==> config.mk <==
export PLATFORM = sky130hd
export DESIGN_NAME = poly_ram_loader
export DESIGN_NICKNAME = d
export VERILOG_FILES = /design/src/rtl/kyber_pkg.sv /design/src/rtl/ntt_lane_map.sv /design/src/rtl/poly_ram_loader.sv
export SDC_FILE = /design/constraint.sdc
export NUM_CORES = 2
export LEC_CHECK = 0
export CORE_MARGIN = 3
export CORE_UTILIZATION = 55
export DETAILED_ROUTE_END_ITERATION = 7
export PLACE_DENSITY = 0.81
export SLEW_MARGIN = 10
export SYNTH_ARGS = -nofsm -noshare
export SYNTH_HDL_FRONTEND = slang
export SYNTH_SLANG_ARGS = --single-unit
==> constraint.sdc <==
create_clock -name clk -period 6 [get_ports clk]
set_clock_uncertainty 0.1 [all_clocks]
set_input_delay 1.8 -clock clk [delete_from_list [all_inputs] [get_ports clk]]
set_output_delay 1.8 -clock clk [all_outputs]
set_load 0.01 [all_outputs]
==> src/rtl/kyber_pkg.sv <==
// Shared Kyber constants, loader state encoding and index helpers.
// Used by poly_ram_loader, ntt_lane_map and ntt_processor.
package kyber_pkg;
    localparam int KYBER_Q    = 3329;
    localparam int COEFF_W    = 12;
    localparam int KYBER_N    = 256;
    localparam int NTT_LANES  = 8;
    localparam int POLY_WORDS = KYBER_N / NTT_LANES;

    typedef enum logic [1:0] {
        ST_IDLE,
        ST_LOAD,
        ST_FLUSH,
        ST_DONE
    } loader_state_t;

    function automatic logic [4:0] bitrev5(input logic [4:0] x);
        logic [4:0] r;
        for (int k = 0; k < 5; k++) begin
            r[k] = x[4 - k];
        end
        return r;
    endfunction
endpackage

==> src/rtl/ntt_lane_map.sv <==
// Natural coefficient index -> {RAM word, lane} of the NTT memory layout.
// Purely combinational; no latency, no flow control.
module ntt_lane_map
    import kyber_pkg::*;
(
    input  logic [7:0] idx,
    output logic [4:0] word,
    output logic [2:0] lane
);
    assign word = bitrev5(idx[5:1]);
    assign lane = {idx[6], idx[7], idx[0]};
endmodule

==> src/rtl/poly_ram_loader.sv <==
// Streams 256 coefficients in (reduced mod q, scattered into 32 lane-packed words), then writes 32 words to RAM.
// Flush starts the cycle after the last handshake; coeff_ready is high only while loading.
module poly_ram_loader #(
    parameter int Q       = kyber_pkg::KYBER_Q,
    parameter int COEFF_W = kyber_pkg::COEFF_W,
    parameter int N       = kyber_pkg::KYBER_N,
    parameter int LANES   = kyber_pkg::NTT_LANES
) (
    input  logic                       clk,
    input  logic                       rst,
    input  logic                       start,
    input  logic [7:0]                 w_data_addr_offset,
    input  logic [COEFF_W-1:0]         coeff_in,
    input  logic                       coeff_valid,
    output logic                       coeff_ready,
    output logic [LANES*COEFF_W-1:0]   w_data,
    output logic [7:0]                 w_data_addr,
    output logic                       w_data_en,
    output logic                       busy,
    output logic                       done
);
    import kyber_pkg::*;

    localparam int                 WORDS     = N / LANES;
    localparam int                 WORD_W    = LANES * COEFF_W;
    localparam logic [7:0]         LAST_IDX  = 8'(N - 1);
    localparam logic [4:0]         LAST_WORD = 5'(WORDS - 1);
    localparam logic [COEFF_W-1:0] Q_C       = COEFF_W'(Q);

    loader_state_t      state, state_next;
    logic [7:0]         idx;
    logic [7:0]         base;
    logic [4:0]         w;
    logic               hs;
    logic               last_hs;
    logic [COEFF_W-1:0] coeff_red;
    logic [4:0]         map_word;
    logic [2:0]         map_lane;
    logic [WORD_W-1:0]  word_buf [WORDS];

    assign coeff_ready = (state == ST_LOAD);
    assign busy        = (state != ST_IDLE);
    assign done        = (state == ST_DONE);
    assign hs          = (state == ST_LOAD) && coeff_valid;
    assign last_hs     = hs && (idx == LAST_IDX);

    // Inputs never reach 2q, so a single conditional subtract fully reduces.
    assign coeff_red = (coeff_in >= Q_C) ? (coeff_in - Q_C) : coeff_in;

    ntt_lane_map u_lane_map (
        .idx  (idx),
        .word (map_word),
        .lane (map_lane)
    );

    always_comb begin
        state_next = state;
        case (state)
            ST_IDLE:  if (start) state_next = ST_LOAD;
            ST_LOAD:  if (last_hs) state_next = ST_FLUSH;
            ST_FLUSH: if (w == LAST_WORD) state_next = ST_DONE;
            ST_DONE:  state_next = ST_IDLE;
            default:  state_next = ST_IDLE;
        endcase
    end

    always_ff @(posedge clk) begin
        if (rst) begin
            state <= ST_IDLE;
        end else begin
            state <= state_next;
        end
    end

    always_ff @(posedge clk) begin
        if (rst) begin
            idx  <= '0;
            base <= '0;
        end else begin
            if ((state == ST_IDLE) && start) begin
                idx  <= '0;
                base <= w_data_addr_offset;
            end else if (hs) begin
                idx <= idx + 8'd1;
            end
        end
    end

    // Buffer needs no reset: every lane is rewritten before the next flush.
    always_ff @(posedge clk) begin
        if (hs) begin
            word_buf[map_word][map_lane*COEFF_W +: COEFF_W] <= coeff_red;
        end
    end

    // Write port is registered one word ahead: the last handshake only
    // touches word 31, so word 0 is already final when it is fetched.
    always_ff @(posedge clk) begin
        if (rst) begin
            w           <= '0;
            w_data      <= '0;
            w_data_addr <= '0;
            w_data_en   <= 1'b0;
        end else if (last_hs) begin
            w           <= '0;
            w_data      <= word_buf[0];
            w_data_addr <= base;
            w_data_en   <= 1'b1;
        end else if ((state == ST_FLUSH) && (w != LAST_WORD)) begin
            w           <= w + 5'd1;
            w_data      <= word_buf[w + 5'd1];
            w_data_addr <= base + {3'b000, w} + 8'd1;
            w_data_en   <= 1'b1;
        end else begin
            w_data      <= '0;
            w_data_addr <= '0;
            w_data_en   <= 1'b0;
        end
    end
endmodule

# --- Yosys cells after proc, flatten, opt, wreduce, memory -nomap -nowiden ---
# Memories as Yosys holds them, arrays and structs flattened.
# Index checks and enable logic that the tools add are counted.
word_totals:
  wordCells: 49
  mem_bits_rw: 3072
  mem_count: 1
  reg_bits: 128
mem_list:
  columns: ["name", "words", "word_bits", "rd", "rd_clocked_by_memory_dff", "write_ports", "line_no", "source"]
  rows:
  - ["word_buf", 32, 96, 2, 0, 1, "poly_ram_loader.sv:39", "logic [WORD_W-1:0] word_buf [WORDS];"]
classes:
  eq_ne: 9
  n_reduce_logical: 9
  shifts: 2
  n_mul: 1
  n_addsub: 6
  order_cmp: 1
  muxes: 13
op_table:
  columns: ["cell", "n"]
  rows:
  - ["96-bit two-way mux", 3]
  - ["12-bit by 34-bit variable shift with 96-bit output (first input constant)", 1]
  - ["12-bit by 34-bit variable part select with 96-bit output", 1]
  - ["7-bit negation with 34-bit output", 1]
  - ["8-bit by 1-bit adder with 8-bit output (second input constant)", 2]
  - ["8-bit two-way mux", 2]
  - ["12-bit greater-or-equal comparator (second input constant)", 1]
  - ["12-bit two-way mux", 1]
  - ["12-bit subtractor (second input constant)", 1]
  - ["8-bit by 5-bit adder with 8-bit output", 1]
  - ["8-bit == test (second input constant)", 1]
  - ["2-bit one-hot mux with 4 select lines", 1]
  - ["2-bit two-way mux", 3]
  - ["5-bit by 1-bit adder with 5-bit output (second input constant)", 1]
  - ["5-bit == test (second input constant)", 1]
  - ["3-bit by 2-bit multiplier with 5-bit output (second input constant)", 1]
  - ["5-bit != test (second input constant)", 1]
  - ["2-bit == test (second input constant)", 2]
  - ["1-bit logical AND", 4]
  - ["2-bit != test (second input constant)", 2]
  - ["2-bit OR reduction", 2]
  - ["1-bit two-way mux", 3]
  - ["3-bit AND reduction", 1]
  - ["2-bit by 1-bit == test with 1-bit output (second input constant)", 1]
  - ["3 further kinds", 3]

# --- Logic depth before layout (Yosys ltp) ---
logic_depth:
  ltp_word: 5
  depth_mapped: 14
  mapped_depth_nobuf: 10

# --- Hierarchy ---
# Synthesis repeated with hierarchy kept, for this count alone.
hier_totals:
  hier_cells: 6764
  hier_area_um2: 126593.9
by_module_without_submodules:
  columns: ["module", "area_per_inst_um2", "seq_area_each_um2", "instances", "cells_per_inst"]
  rows:
  - ["poly_ram_loader", 126533.9, 94810.9, 1, 6756]
  - ["ntt_lane_map", 60.1, 0.0, 1, 8]

# --- Worst setup path before layout ---
# No wires, ideal clock.
synth_path:
  path_kind: "in2reg"
  startpoint: "in coeff_in[3]"
  endpoint: "mem word_buf[0][84] (netlist bit) (data pin)"
  stages: 7
  path_buffers: 1
  required_time_ps: 5433
  setup_ps: 467
  arrival_time_ps: 4653
  path_slack_ps: 780
  path_cell_list: "or3_1 -> buf_6 -> o31ai_2 -> and2_2 -> xnor2_1 -> nand2_1 -> a211oi_1"
synth_between:
  elab_chain_cells: 3
synth_lines:
  columns: ["item", "line_no", "source"]
  rows:
  - ["from (decl)", "poly_ram_loader.sv:13", "input logic [COEFF_W-1:0] coeff_in,"]
  - ["12-bit subtractor / 12-bit greater-or-equal comparator (equally long branches)", "poly_ram_loader.sv:48", "assign coeff_red = (coeff_in >= Q_C) ? (coeff_in - Q_C) : coeff_in;"]
  - ["12-bit two-way mux (*)", "poly_ram_loader.sv:48", null]
  - ["12-bit by 34-bit variable part select with 96-bit output (*)", "poly_ram_loader.sv:92", "word_buf[map_word][map_lane*COEFF_W +: COEFF_W] <= coeff_red;"]
  - ["to (decl)", "poly_ram_loader.sv:39", null]
# Every way passes the cells marked *; elsewhere a longest branch is shown, timed or not.

# --- Final worst setup path ---
layout_path:
  startpoint: "reg idx[7]"
  endpoint: "mem word_buf[7][74] (netlist bit) (enable)"
layout_between:
  elab_chain_cells: 4
layout_lines:
  columns: ["item", "line_no", "source"]
  rows:
  - ["from (decl)", "poly_ram_loader.sv:31", "logic [7:0] idx;"]
  - ["from (signal assigned)", "poly_ram_loader.sv:84", "idx <= idx + 8'd1;"]
  - ["3-bit by 2-bit multiplier with 5-bit output", "poly_ram_loader.sv:92", null]
  - ["7-bit negation with 34-bit output", "poly_ram_loader.sv:92", null]
  - ["12-bit by 34-bit variable shift with 96-bit output", "poly_ram_loader.sv:92", null]
  - ["96-bit two-way mux (implied by the code)", "poly_ram_loader.sv:92", null]
# No other way between the ends.

==> results.tsv <==
stage	metric	value	unit
synth	ys_ff_latch	3200	
pwr	powerDensity	378	mW/mm^2
synth	synth_nets	6733	
clock_tree	cts_sinks	3200	
critical_path	cp_max_fo	32	
sta	tns	0	ns
clock_tree	cts_resized	0	
global_route	grt_pass1_vias	70250	
sta	hold_violations	0	
detailed_routing	via_per_inst	6.89	
detailed_routing	finalWirelength	342	mm
critical_path	reg2reg_slack	0.71	ns
sta	fin_crit_sh	0.881	
critical_path	rr_startpoint	idx[7]$_SDFFE_PP0P_	
die	ioPinCount	132	
die	die_width	485	um
synth	syn_avg_cell_area	18.9	um^2
die	coreArea	0.228	mm^2
clock_tree	post_cts.repair.setup_buffers	0	
die	die-area	0.235	mm^2
synth	yosysUniqueCellTypes	75	
clock_tree	clk_path_buf_depth	4	
detailed_routing	firstDrtPassIters	8	
min_path	hold_start	word_buf[0][21]$_DFFE_PP_	
final_layout	area_growth	13.3	%
die	start_util	0.554	
critical_path	crit_type	reg -> reg	
critical_path	crit_path_end_kind	flip-flop	
final_layout	stdcell_count	10179	
synth	yosys_warnings	0	
pwr	intPower	40.9	mW
global_route	grt_first_pass_wirelength	494	mm
pwr	peakVddDrop	0.314	mV
placed_design	placed_cells	9570	
final_layout	final_layout_size_suffix_gt1_frac	0.231	
detailed_routing	vias	70110	
sta	rsz0062_at_grt	no	
detailed_routing	drt_iter0_drc	10634	
clock_tree	clk_pin_slew_worst_paths	0.06	ns
global_route	grt_max_degree	126	
pwr	swShare	0.245	
synth	ys.flop_type	edfxtp_1	
min_path	hp-class	reg -> reg	
pwr	switching_power	13.2	mW
sta	max_slew_margin	0.167	
sta	tightestPinTransition	1.25	ns
run_status	outcome	finished clean	
detailed_routing	drtAntennaViolNets	0	
placed_design	placed_area	0.132	mm^2
placed_design	pre_cts_ws	0.247	ns
job	drv_cap	0	
placed_design	port_buffers	131	
final_layout	layout_common_cells	edfxtp_1, nor2_1, mux4_2	
sta	final.setup.worst_slack	0.714	ns
synth	synth-edff-count	3072	
placed_design	hpwl	189	mm
synth	ys_async_sr_fraction	0	
sta	fin_crit	5.29	ns
critical_path	cp_slowest_cell	nor2_1	
synth	synth_area	0.126	mm^2
detailed_routing	wl_per_cell	33.6	um
final_layout	design_area	0.143	mm^2
clock_tree	htree_levels	5	
global_route	grt_usage	0.290	
critical_path	crit_required	6.48	ns
critical_path	crit_chain	ha_1 > fa_1 > nor2b_1 > and2_1 > ha_1 > o211ai_1 > buf_4 > nor2_1 > a31oi_4 > nor2_1	
synth	syn_inst	6686	
sta	slew_viol_final	0	
sta	fmax	0.189	GHz
sta	finalSetupViolCount	0	
pwr	p_seq_frac	0.457	
pwr	pwr-share-clk	0.382	
min_path	hold-path-cell-count	1	
die	die_height	485	um
placed_design	place_congestion	0.914	
critical_path	critPathMaxStageDelay	0.66	ns
pwr	combPwrFrac	0.161	
critical_path	crit_arrival	5.77	ns
final_layout	final_nets	6939	
synth	seq_area_frac_synth	0.751	
clock_tree	cts_made_buffers	329	
clock_tree	clk_latency	0.97	ns
critical_path	critPathLaunch	idx[7]$_SDFFE_PP0P_	
clock_tree	cts_tree	yes	
die	row_count	175	
critical_path	cp-start-kind	flip-flop	
critical_path	rr_worst_depth	10	
global_route	antenna_found_initial	24	
detailed_routing	drc_errors	0	
final_layout	nFillCells	14215	
clock_tree	holdBufCountCts	0	
final_layout	final_common_cell	edfxtp_1	
pwr	p_leak	44.3	nW
clock_tree	root_buffer	clkbuf_16	
global_route	grt-ovfl-total	0	
==> cell usage after synthesis, types with 3 or more instances <==
master,instances,share of area
o2111ai_1,10,0.00069
dfxtp_1,128,0.020
nor4_1,6,0.00030
a32o_1,81,0.0064
a2bb2oi_1,4,0.00028
and3_1,7,0.00035
o21ai_0,15,0.00059
o21ai_1,4,0.00016
a32oi_1,161,0.011
inv_1,19,0.00056
or3_1,5,0.00025
mux4_2,769,0.14
clkbuf_1,306,0.0091
edfxtp_1,3072,0.73
a21oi_1,33,0.0013
a211oi_1,31,0.0018
o31ai_1,3,0.00018
nand2b_1,9,0.00045
xnor2_1,13,0.00090
nand2_1,525,0.016
a21boi_0,3,0.00018
a221o_1,8,0.00063
nor3b_1,6,0.00036
nor2_1,849,0.025
mux2i_1,162,0.013
nand3_1,46,0.0018
buf_2,138,0.0055
a311oi_1,9,0.00062
a31oi_1,22,0.0011
nor3_1,57,0.0023
a221oi_2,3,0.00036
nor2b_1,12,0.00059
and2_1,28,0.0014
xor2_1,9,0.00062
o211ai_1,6,0.00036
or4_1,3,0.00018
buf_1,32,0.00095
o22ai_1,24,0.0012
ha_1,21,0.0021
==> cells by family after synthesis <==
kind of cell,after synthesis,synth area share
AND/OR/NAND/NOR,1568,0.0497
AO/OA/AOI/OAI,441,0.0289
multiplexers,933,0.150
flip-flops,3200,0.751
buffers and inverters,498,0.0163
XOR/XNOR,23,0.00165
adder cells (fa/ha/maj),23,0.00240
==> worst paths after layout <==
check | end
worst min register to register | w_data[21]$_SDFF_PP0_
worst max-delay path | word_buf[7][74]$_DFFE_PP_
worst min-delay path | w_data[21]$_SDFF_PP0_
worst max register to register | word_buf[7][74]$_DFFE_PP_
==> flip-flops by register name, indices dropped and copies added (netlist names) <==
signal	cells
w_data_en	1
word_buf	3072
w	5
w_data_addr	8
idx	8
state	2
base	8
w_data	96
==> layer usage <==
metal  up-vias  wire (um)  track usage
li1      27353          -            -
met1     35409     113000        0.377
met4        14      19300        0.155
met2      6110     163000        0.448
met3      1224      46100       0.0817
met5         -         92            0
==> area by class of cell <==
type                       instances  area (um^2)  share of cell area
clock buffer                     397         8710              0.0609
timing repair buffer             354         3300              0.0231
inverter                          19         71.3            0.000499
multi-input combinational       2988        30200               0.211
clock inverter                   184         2070              0.0145
sequential                      3200        94800               0.663
tap                             3009         3760              0.0263
antenna                           28         70.1            0.000490
==> stage by stage <==
stage	power, mW	util	hold slack (ns)
global placement	33.6	0.579	0.347
floorplan	31.6	-	0.337
detailed placement	33.8	0.579	0.361
finish	54.1	0.627	0.375
global route	55.5	0.627	0.382
CTS	54.2	0.627	0.376
==> critical path: cells and delay by family (launching register included) <==
kind | cells | cell delay (ns)
adder cells (fa/ha/maj) | 3 | 1.36
AO/OA/AOI/OAI | 2 | 0.80
AND/OR/NAND/NOR | 4 | 1.90
flip-flops | 1 | 0.47
buffers and inverters | 1 | 0.25
==> power groups by stage <==
stage | registers, mW | logic [mW] | clock network (mW)
CTS | 24.7 | 8.74 | 20.8
floorplan | 25.2 | 6.42 | 0
finish | 24.7 | 8.71 | 20.7
global route | 24.7 | 9.22 | 21.6
global placement | 25.2 | 8.40 | 0
detailed placement | 25.2 | 8.58 | 0
No activity file was read; power rests on OpenSTA's default activity.
